File: src/rtl/fence_link_tx.sv
// Transmit side of the board-to-board fencing link: frames each player update as a
// 14-byte 8N1 UART packet. Define FENCE_LINK_TX_CRC8_EN to replace the XOR checksum with CRC-8 (0x07).
module fence_link_tx #(
  parameter int unsigned CLKS_PER_BIT = 644,
  parameter logic [7:0]  SYNC_BYTE    = 8'hA5
) (
  input  logic        clk_pixel_in,
  input  logic        rst_n_in,
  input  logic [88:0] data_in,
  input  logic        scored_in,
  input  logic        data_valid_in,
  output logic        tx_out,
  output logic        busy_out,
  output logic        packet_done_out,
  output logic [7:0]  overwrite_count_out
);

  localparam logic [15:0] BAUD_LAST = 16'(CLKS_PER_BIT - 1);
  localparam logic [3:0]  LAST_BYTE = 4'd13;
  localparam logic [3:0]  LAST_PAYLOAD_BYTE = 4'd12;

  typedef enum logic [1:0] {
    IDLE,
    START,
    DATA,
    STOP
  } state_t;

  // One byte of checksum update; the CRC variant folds a whole byte per call.
  function automatic logic [7:0] csum_step(input logic [7:0] acc, input logic [7:0] b);
`ifdef FENCE_LINK_TX_CRC8_EN
    logic [7:0] c;
    c = acc ^ b;
    for (int i = 0; i < 8; i++) begin
      c = c[7] ? ((c << 1) ^ 8'h07) : (c << 1);
    end
    return c;
`else
    return acc ^ b;
`endif
  endfunction

  state_t      state_q, state_d;
  logic [15:0] baud_q, baud_d;
  logic [2:0]  bit_q, bit_d;
  logic [3:0]  byte_idx_q, byte_idx_d;
  logic [7:0]  shift_q, shift_d;
  logic [95:0] payload_q, payload_d;
  logic [7:0]  csum_q, csum_d;
  logic        pend_valid_q, pend_valid_d;
  logic        pend_scored_q, pend_scored_d;
  logic [88:0] pend_data_q, pend_data_d;
  logic [7:0]  ovf_q, ovf_d;
  logic        tx_q, tx_d;
  logic        busy_q, busy_d;
  logic        done_q, done_d;

  logic        bit_end;
  logic        launch_window;
  logic        launch_cand;
  logic [88:0] launch_data;
  logic        launch_scored;

  always_comb begin
    state_d       = state_q;
    baud_d        = baud_q;
    bit_d         = bit_q;
    byte_idx_d    = byte_idx_q;
    shift_d       = shift_q;
    payload_d     = payload_q;
    csum_d        = csum_q;
    pend_valid_d  = pend_valid_q;
    pend_scored_d = pend_scored_q;
    pend_data_d   = pend_data_q;
    ovf_d         = ovf_q;
    done_d        = 1'b0;
    launch_window = 1'b0;
    bit_end       = (baud_q == BAUD_LAST);

    case (state_q)
      IDLE: begin
        launch_window = 1'b1;
      end
      START: begin
        if (bit_end) begin
          state_d = DATA;
          baud_d  = 16'd0;
          bit_d   = 3'd0;
        end else begin
          baud_d = baud_q + 16'd1;
        end
      end
      DATA: begin
        if (bit_end) begin
          baud_d = 16'd0;
          if (bit_q == 3'd7) begin
            state_d = STOP;
          end else begin
            bit_d   = bit_q + 3'd1;
            shift_d = {1'b0, shift_q[7:1]};
          end
        end else begin
          baud_d = baud_q + 16'd1;
        end
      end
      STOP: begin
        if (bit_end) begin
          baud_d = 16'd0;
          if (byte_idx_q == LAST_BYTE) begin
            done_d        = 1'b1;
            state_d       = IDLE;
            launch_window = 1'b1;
          end else begin
            state_d    = START;
            byte_idx_d = byte_idx_q + 4'd1;
            if (byte_idx_q == LAST_PAYLOAD_BYTE) begin
              shift_d = csum_q;
            end else begin
              // Payload is consumed LSB byte first; the checksum tracks each byte as it is loaded.
              shift_d   = payload_q[7:0];
              payload_d = {8'h00, payload_q[95:8]};
              csum_d    = csum_step(csum_q, payload_q[7:0]);
            end
          end
        end else begin
          baud_d = baud_q + 16'd1;
        end
      end
      default: begin
        state_d = IDLE;
      end
    endcase

    launch_cand   = data_valid_in | pend_valid_q;
    launch_data   = data_valid_in ? data_in : pend_data_q;
    launch_scored = data_valid_in ? (scored_in | pend_scored_q) : pend_scored_q;

    if (launch_window && launch_cand) begin
      state_d       = START;
      baud_d        = 16'd0;
      bit_d         = 3'd0;
      byte_idx_d    = 4'd0;
      shift_d       = SYNC_BYTE;
      payload_d     = {6'b0, launch_scored, launch_data};
      csum_d        = 8'h00;
      pend_valid_d  = 1'b0;
      pend_scored_d = 1'b0;
    end else if (data_valid_in) begin
      // Only reachable while a packet is in flight: park the update, keep any score sticky.
      pend_data_d   = data_in;
      pend_scored_d = pend_scored_q | scored_in;
      pend_valid_d  = 1'b1;
      if (pend_valid_q && (ovf_q != 8'hFF)) begin
        ovf_d = ovf_q + 8'd1;
      end
    end

    tx_d   = (state_d == DATA) ? shift_d[0] : (state_d != START);
    busy_d = (state_d != IDLE);
  end

  always_ff @(posedge clk_pixel_in) begin
    if (!rst_n_in) begin
      state_q       <= IDLE;
      baud_q        <= 16'd0;
      bit_q         <= 3'd0;
      byte_idx_q    <= 4'd0;
      shift_q       <= 8'h00;
      payload_q     <= 96'd0;
      csum_q        <= 8'h00;
      pend_valid_q  <= 1'b0;
      pend_scored_q <= 1'b0;
      pend_data_q   <= 89'd0;
      ovf_q         <= 8'h00;
      tx_q          <= 1'b1;
      busy_q        <= 1'b0;
      done_q        <= 1'b0;
    end else begin
      state_q       <= state_d;
      baud_q        <= baud_d;
      bit_q         <= bit_d;
      byte_idx_q    <= byte_idx_d;
      shift_q       <= shift_d;
      payload_q     <= payload_d;
      csum_q        <= csum_d;
      pend_valid_q  <= pend_valid_d;
      pend_scored_q <= pend_scored_d;
      pend_data_q   <= pend_data_d;
      ovf_q         <= ovf_d;
      tx_q          <= tx_d;
      busy_q        <= busy_d;
      done_q        <= done_d;
    end
  end

  assign tx_out              = tx_q;
  assign busy_out            = busy_q;
  assign packet_done_out     = done_q;
  assign overwrite_count_out = ovf_q;

endmodule

File: config.mk
export PLATFORM = sky130hd
export DESIGN_NAME = fence_link_tx
export DESIGN_NICKNAME = d
export VERILOG_FILES = /design/src/rtl/fence_link_tx.sv
export SDC_FILE = /design/constraint.sdc
export NUM_CORES = 1
export LEC_CHECK = 0
export ABC_AREA = 1
export CAP_MARGIN = 20
export CORE_MARGIN = 2
export CORE_UTILIZATION = 45
export CTS_BUF_LIST = sky130_fd_sc_hd__clkbuf_2
export CTS_CLUSTER_SIZE = 10
export DETAILED_ROUTE_END_ITERATION = 7
export GPL_TIMING_DRIVEN = 0
export PLACE_DENSITY = 0.65
export SYNTH_ARGS = -nofsm -noshare
export SYNTH_HDL_FRONTEND = slang
export SYNTH_SLANG_ARGS = --single-unit
File: constraint.sdc
create_clock -name clk_pixel_in -period 3.67 [get_ports clk_pixel_in]
set_input_delay 0.734 -clock clk_pixel_in [delete_from_list [all_inputs] [get_ports clk_pixel_in]]
set_output_delay 0.734 -clock clk_pixel_in [all_outputs]
set_load 0.1 [all_outputs]
# Word-level counts from Yosys, hierarchy flattened
# Cells that the tools add are included.
# totals
regBits	233
input_bits	93
output_inout_bits	11
elab_cells	97
# op_classes
addsub	4
n_eq_ne	21
muxes	30
bitwise_logic	7
reduce_logical	19
# op_table
operator	count
90-bit 2-to-1 mux	5
89-bit 2-to-1 mux	1
8-bit 2-to-1 mux	6
16-bit by 1-bit adder with 16-bit output, second input constant	1
16-bit by 10-bit equality test with 1-bit output, second input constant	1
16-bit 2-to-1 mux	1
8-bit one-hot mux with 2 select lines	1
3-bit != test, second input constant	4
4-bit AND reduction	3
2-bit 2-to-1 mux	5
2-bit != test, second input constant	5
5-bit AND reduction	2
2-bit nonzero test	5
3-bit 2-to-1 mux	3
8-bit by 1-bit adder with 8-bit output, second input constant	1
4-bit equality test, second input constant	2
8-bit != test, second input constant	1
8-bit bitwise XOR	1
2-bit equality test, second input constant	3
2-bit by 1-bit != test with 1-bit output, second input constant	3
2-bit one-hot mux with 3 select lines	1
3-bit one-hot mux with 2 select lines	1
3-bit AND reduction	2
1-bit 2-to-1 mux	5
other kinds (13)	18

# Depth between registers and ports, before layout
# depth
depth_word	8
ltp_mapped	14
mapped_depth_nobuf	14

# Worst setup path after synthesis
# Ideal clock, no wire load.
# synth_path
kind	reg2reg
startpoint	reg ovf_q[0], in the netlist overwrite_count_out[0]
endpoint	reg ovf_q[0], in the netlist overwrite_count_out[0]
setup_time_ps	166
t_arrival_ps	2249
required_time_ps	3504
path_slack_ps	1255
stages_incl_launch_ff	9
path_cell_list	dfxtp_1 -> ha_1 -> nand2_1 -> nor3_1 -> a31oi_1 -> nand2_1 -> inv_1 -> o21ai_0 -> a21oi_1
# synth_between
elab_chain_len	3
# synth_lines
element	line	text
start: declaration	53	logic [7:0] ovf_q, ovf_d;
start signal: assignment	189	ovf_q <= ovf_d;
branches (longest 3 deep; another with 8-bit by 1-bit adder with 8-bit output)	-	
# Several ways; the timed one is not identified.
# A chain may end at the register's enable or synchronous reset.

# Worst setup path after layout
# layout_path
startpoint	reg ovf_q[0], in the netlist overwrite_count_out[0]
endpoint	out overwrite_count_out[0]
# layout_lines
element	line	text
end: declaration	15	output logic [7:0] overwrite_count_out
# No word-level cell between the ends.

==> flow_summary_export.csv <==
group,metric,value,unit
power_and_ir_drop,power_density,496.2,nW/µm²
synthesis,synth_fp_nets,1703,
worst_setup_path,critPathLaunchType,"flip-flop",
worst_setup_path,max_stage_delay,1.17,ns
clock_tree,cts_buffer_depth,3,
timing,min_period,3.182,ns
place,dp_cells,2025,
hold_path,hp-start,"data_in[60]",
worst_setup_path,crit_fanout,5,
clock_tree,clk_transition_reported_paths,0.10,ns
finish,final_cell_mix,"531 x nand2_1, 233 x dfxtp_1, 195 x o21ai_0",
synthesis,synth-seq-cells,233,
clock_tree,cts-root-buf,"clkbuf_2",
timing,finalMaxSlewViolations,0,
synthesis,ys_seq_area_share,42.57,%
worst_setup_path,crit_buf_inv,1,
hold_path,hp-class,"in2reg",
synthesis,synth-compound-area-share,19.86,%
synthesis,yosysWarnings,0,
floorplanning,fp.dieW,160.1,µm
global_routing,grt_max_degree,17,
timing,relSlewSlack,31.75,%
global_routing,grt_usage,23.77,%
synthesis,synthMuxAreaShare,0,%
power_and_ir_drop,peakVddDrop,0.2211,mV
run_status,status,"finished, final reports clean",
clock_tree,cts_setup_buffers,0,
place,portBuffers,103,
finish,fill_cells,2556,
worst_setup_path,critical_path_class,"reg2out",
clock_tree,cts_hold_buffers,0,
finish,areaGrowthSynthToFinish,18.02,%
synthesis,synthFlopType,"dfxtp_1",
timing,whs,0.4272,ns
detailed_routing,drcViolationCount,0,
finish,final_common_cell,"nand2_1",
worst_setup_path,crit_chain,"clkdlybuf4s50_1",
finish,layout.nets,1869,
clock_tree,cts_buffers,61,
synthesis,postSynthCellCount,1598,
worst_setup_path,cp.required,2.94,ns
hold_path,min_path_cells,3,
detailed_routing,wl_per_cell,14.45,µm
clock_tree,cts.sinks,233,
timing,hold_violations,0,
worst_setup_path,reg2reg_to,"pend_data_q[86]",
detailed_routing,vias,11070,
global_routing,grt-ovfl-total,0,
synthesis,synthXorXnorAreaFrac,0.7993,%
synthesis,synth_fa_ha_area_share,1.370,%
timing,fmax,314.3,MHz
clock_tree,cts-resized-gates,0,
global_routing,use_met2,40.38,%
timing,skew,0.05561,ns
detailed_routing,first_iter_violations,792,
place,gp_congestion,0.8519,
synthesis,synth_top_family_by_area,"simple AND/OR/NAND/NOR gates",
finish,multiInputGateArea,5539,µm²
synthesis,syn_avg_cell_area,6.857,µm²
synthesis,synthSimpleGateAreaFrac,28.52,%
finish,layout-drive-gt1-share,9.091,%
detailed_routing,firstDrtPassIters,5,
floorplanning,dieArea,25620,µm²
synthesis,ys_async_sr_fraction,0,%
worst_setup_path,slowest_stage,"clkdlybuf4s50_1",
timing,postLayoutSetupSlackWorst,0.4885,ns
run,cap_violations,0,
worst_setup_path,arrival,2.45,ns
place,post-place-ws,0.4382,ns
hold_path,whs_endpoint,"pend_data_q[60]",
global_routing,grtUsageMet3,4.078,%
place,dp_hpwl,21820,µm
finish,final_util,53.65,%
clock_tree,clk_latency,0.90,ns
global_routing,grt_pass1_wl,50190,µm
global_routing,first_global_vias,10560,
detailed_routing,via_per_inst,5.199,
floorplanning,start_util,45.46,%
clock_tree,cts_tree,"done",
timing,fin_crit_sh,86.69,%
power_and_ir_drop,p_leak,0.005541,µW
floorplanning,core,24110,µm²
timing,worst_pin_slew,1.024,ns
synthesis,synth_area,10960,µm²
floorplanning,num_rows,57,
finish,seq_area,4664,µm²
timing,fin_tns_setup,0,ns
worst_setup_path,cp_top_family,"buffers and inverters",
synthesis,synth_edf_count,0,
global_routing,top_usage_layer,"met2",
floorplanning,io_pins,104,
detailed_routing,routed_wirelength,30770,µm
timing,setup_violations,0,
worst_setup_path,reg2regPathDepth,10,
floorplanning,fp.dieH,160.1,µm
detailed_routing,detail-route-antenna-nets,0,
timing,grt_setup_unrepaired,"no",
worst_setup_path,r2r_start,"byte_idx_q[1]",
finish,final_cells,2129,
synthesis,synth.lib_cells_used.distinct,38,
worst_setup_path,end_kind,"primary output",
worst_setup_path,reg2reg_setup_slack,0.91,ns
global_routing,met1_usage,29.97,%
global_routing,antenna_found_initial,1,
clock_tree,htreeDepth,2,
==> worst min-delay path: stages <==
cell             delay (ns)
clkdlybuf4s50_1        0.39
nand2_1                0.08
a31oi_1                0.07
==> registers in the layout (all words and copies together), names as in the netlist <==
name / flops
baud_q: 16
bit_q: 3
busy_out: 1
byte_idx_q: 4
csum_q: 8
overwrite_count_out: 8
packet_done_out: 1
payload_q: 90
pend_data_q: 89
pend_scored_q: 1
pend_valid_q: 1
shift_q: 8
state_q: 2
tx_out: 1
==> per-stage QoR <==
| step | cell area, µm² | power, µW |
|---|---|---|
| after floorplan | 10960 | 4120 |
| after global placement | 12390 | 4603 |
| after detailed placement | 12390 | 4634 |
| after CTS | 12930 | 6449 |
| after global routing | 12930 | 6816 |
| final | 12930 | 6417 |
==> report_power, final <==
group	switching, µW	internal (µW)	total, µW
sequential	183	2860	3050
clock	1090	737	1820
combinational	993	553	1550
total	2260	4150	6420
==> how the worst max path moves through the flow <==
stage                                 from                      to  slack (ns)  depth (start not counted)
floorplan           overwrite_count_out[0]  overwrite_count_out[0]        1.25                          8
global placement             data_valid_in           payload_q[80]        0.44                          7
detailed placement           data_valid_in           payload_q[80]        0.44                          7
CTS                 overwrite_count_out[0]  overwrite_count_out[0]        0.43                          1
global route        overwrite_count_out[0]  overwrite_count_out[0]        0.43                          1
finish              overwrite_count_out[0]  overwrite_count_out[0]        0.49                          1
==> kinds of logic after synthesis <==
kind of cell | after synthesis
XOR/XNOR | 10
adder cells (fa/ha/maj) | 12
buffers and inverters | 174
AND/OR/NAND/NOR | 767
flip-flops | 233
AO/OA/AOI/OAI | 402
==> cell usage after synthesis (3+ instances only) <==
| library cell | count | share of area [%] |
|---|---|---|
| nand4_1 | 7 | 0.40 |
| xor2_1 | 5 | 0.40 |
| a21oi_1 | 100 | 4.6 |
| nand3_1 | 40 | 1.8 |
| o21ai_0 | 195 | 8.9 |
| a21oi_2 | 10 | 0.80 |
| nor2_1 | 145 | 5.0 |
| nand2_2 | 12 | 0.69 |
| xnor2_1 | 5 | 0.40 |
| ha_1 | 12 | 1.4 |
| buf_4 | 4 | 0.27 |
| inv_2 | 5 | 0.17 |
| buf_6 | 5 | 0.51 |
| nor3_1 | 10 | 0.46 |
| nor3b_1 | 3 | 0.21 |
| nor3b_2 | 6 | 0.69 |
| nand2_1 | 531 | 18 |
| buf_2 | 17 | 0.78 |
| clkbuf_1 | 68 | 2.3 |
| nor2_4 | 3 | 0.31 |
| nand3b_1 | 4 | 0.27 |
| a31oi_1 | 91 | 5.2 |
| inv_1 | 66 | 2.3 |
| dfxtp_1 | 233 | 43 |
| buf_1 | 7 | 0.24 |
==> metal layers <==
layer	routed length (µm)	vias up
li1	-	5649
met1	13760	5043
met2	14440	298
met3	1568	78
met4	999	0
met5	0	-
==> area by class of cell <==
| type | instances | area share, % |
|---|---|---|
| clock buffers | 94 | 3.638 |
| inverters | 71 | 2.061 |
| well taps | 324 | 3.135 |
| diodes | 1 | 0.01935 |
| plain buffers | 103 | 3.773 |
| flip-flops and latches | 233 | 36.07 |
| repair buffers | 103 | 7.972 |
| clock inverters | 9 | 0.5031 |
| multi-input cells | 1191 | 42.83 |
Power figures use the tool's default switching activity.
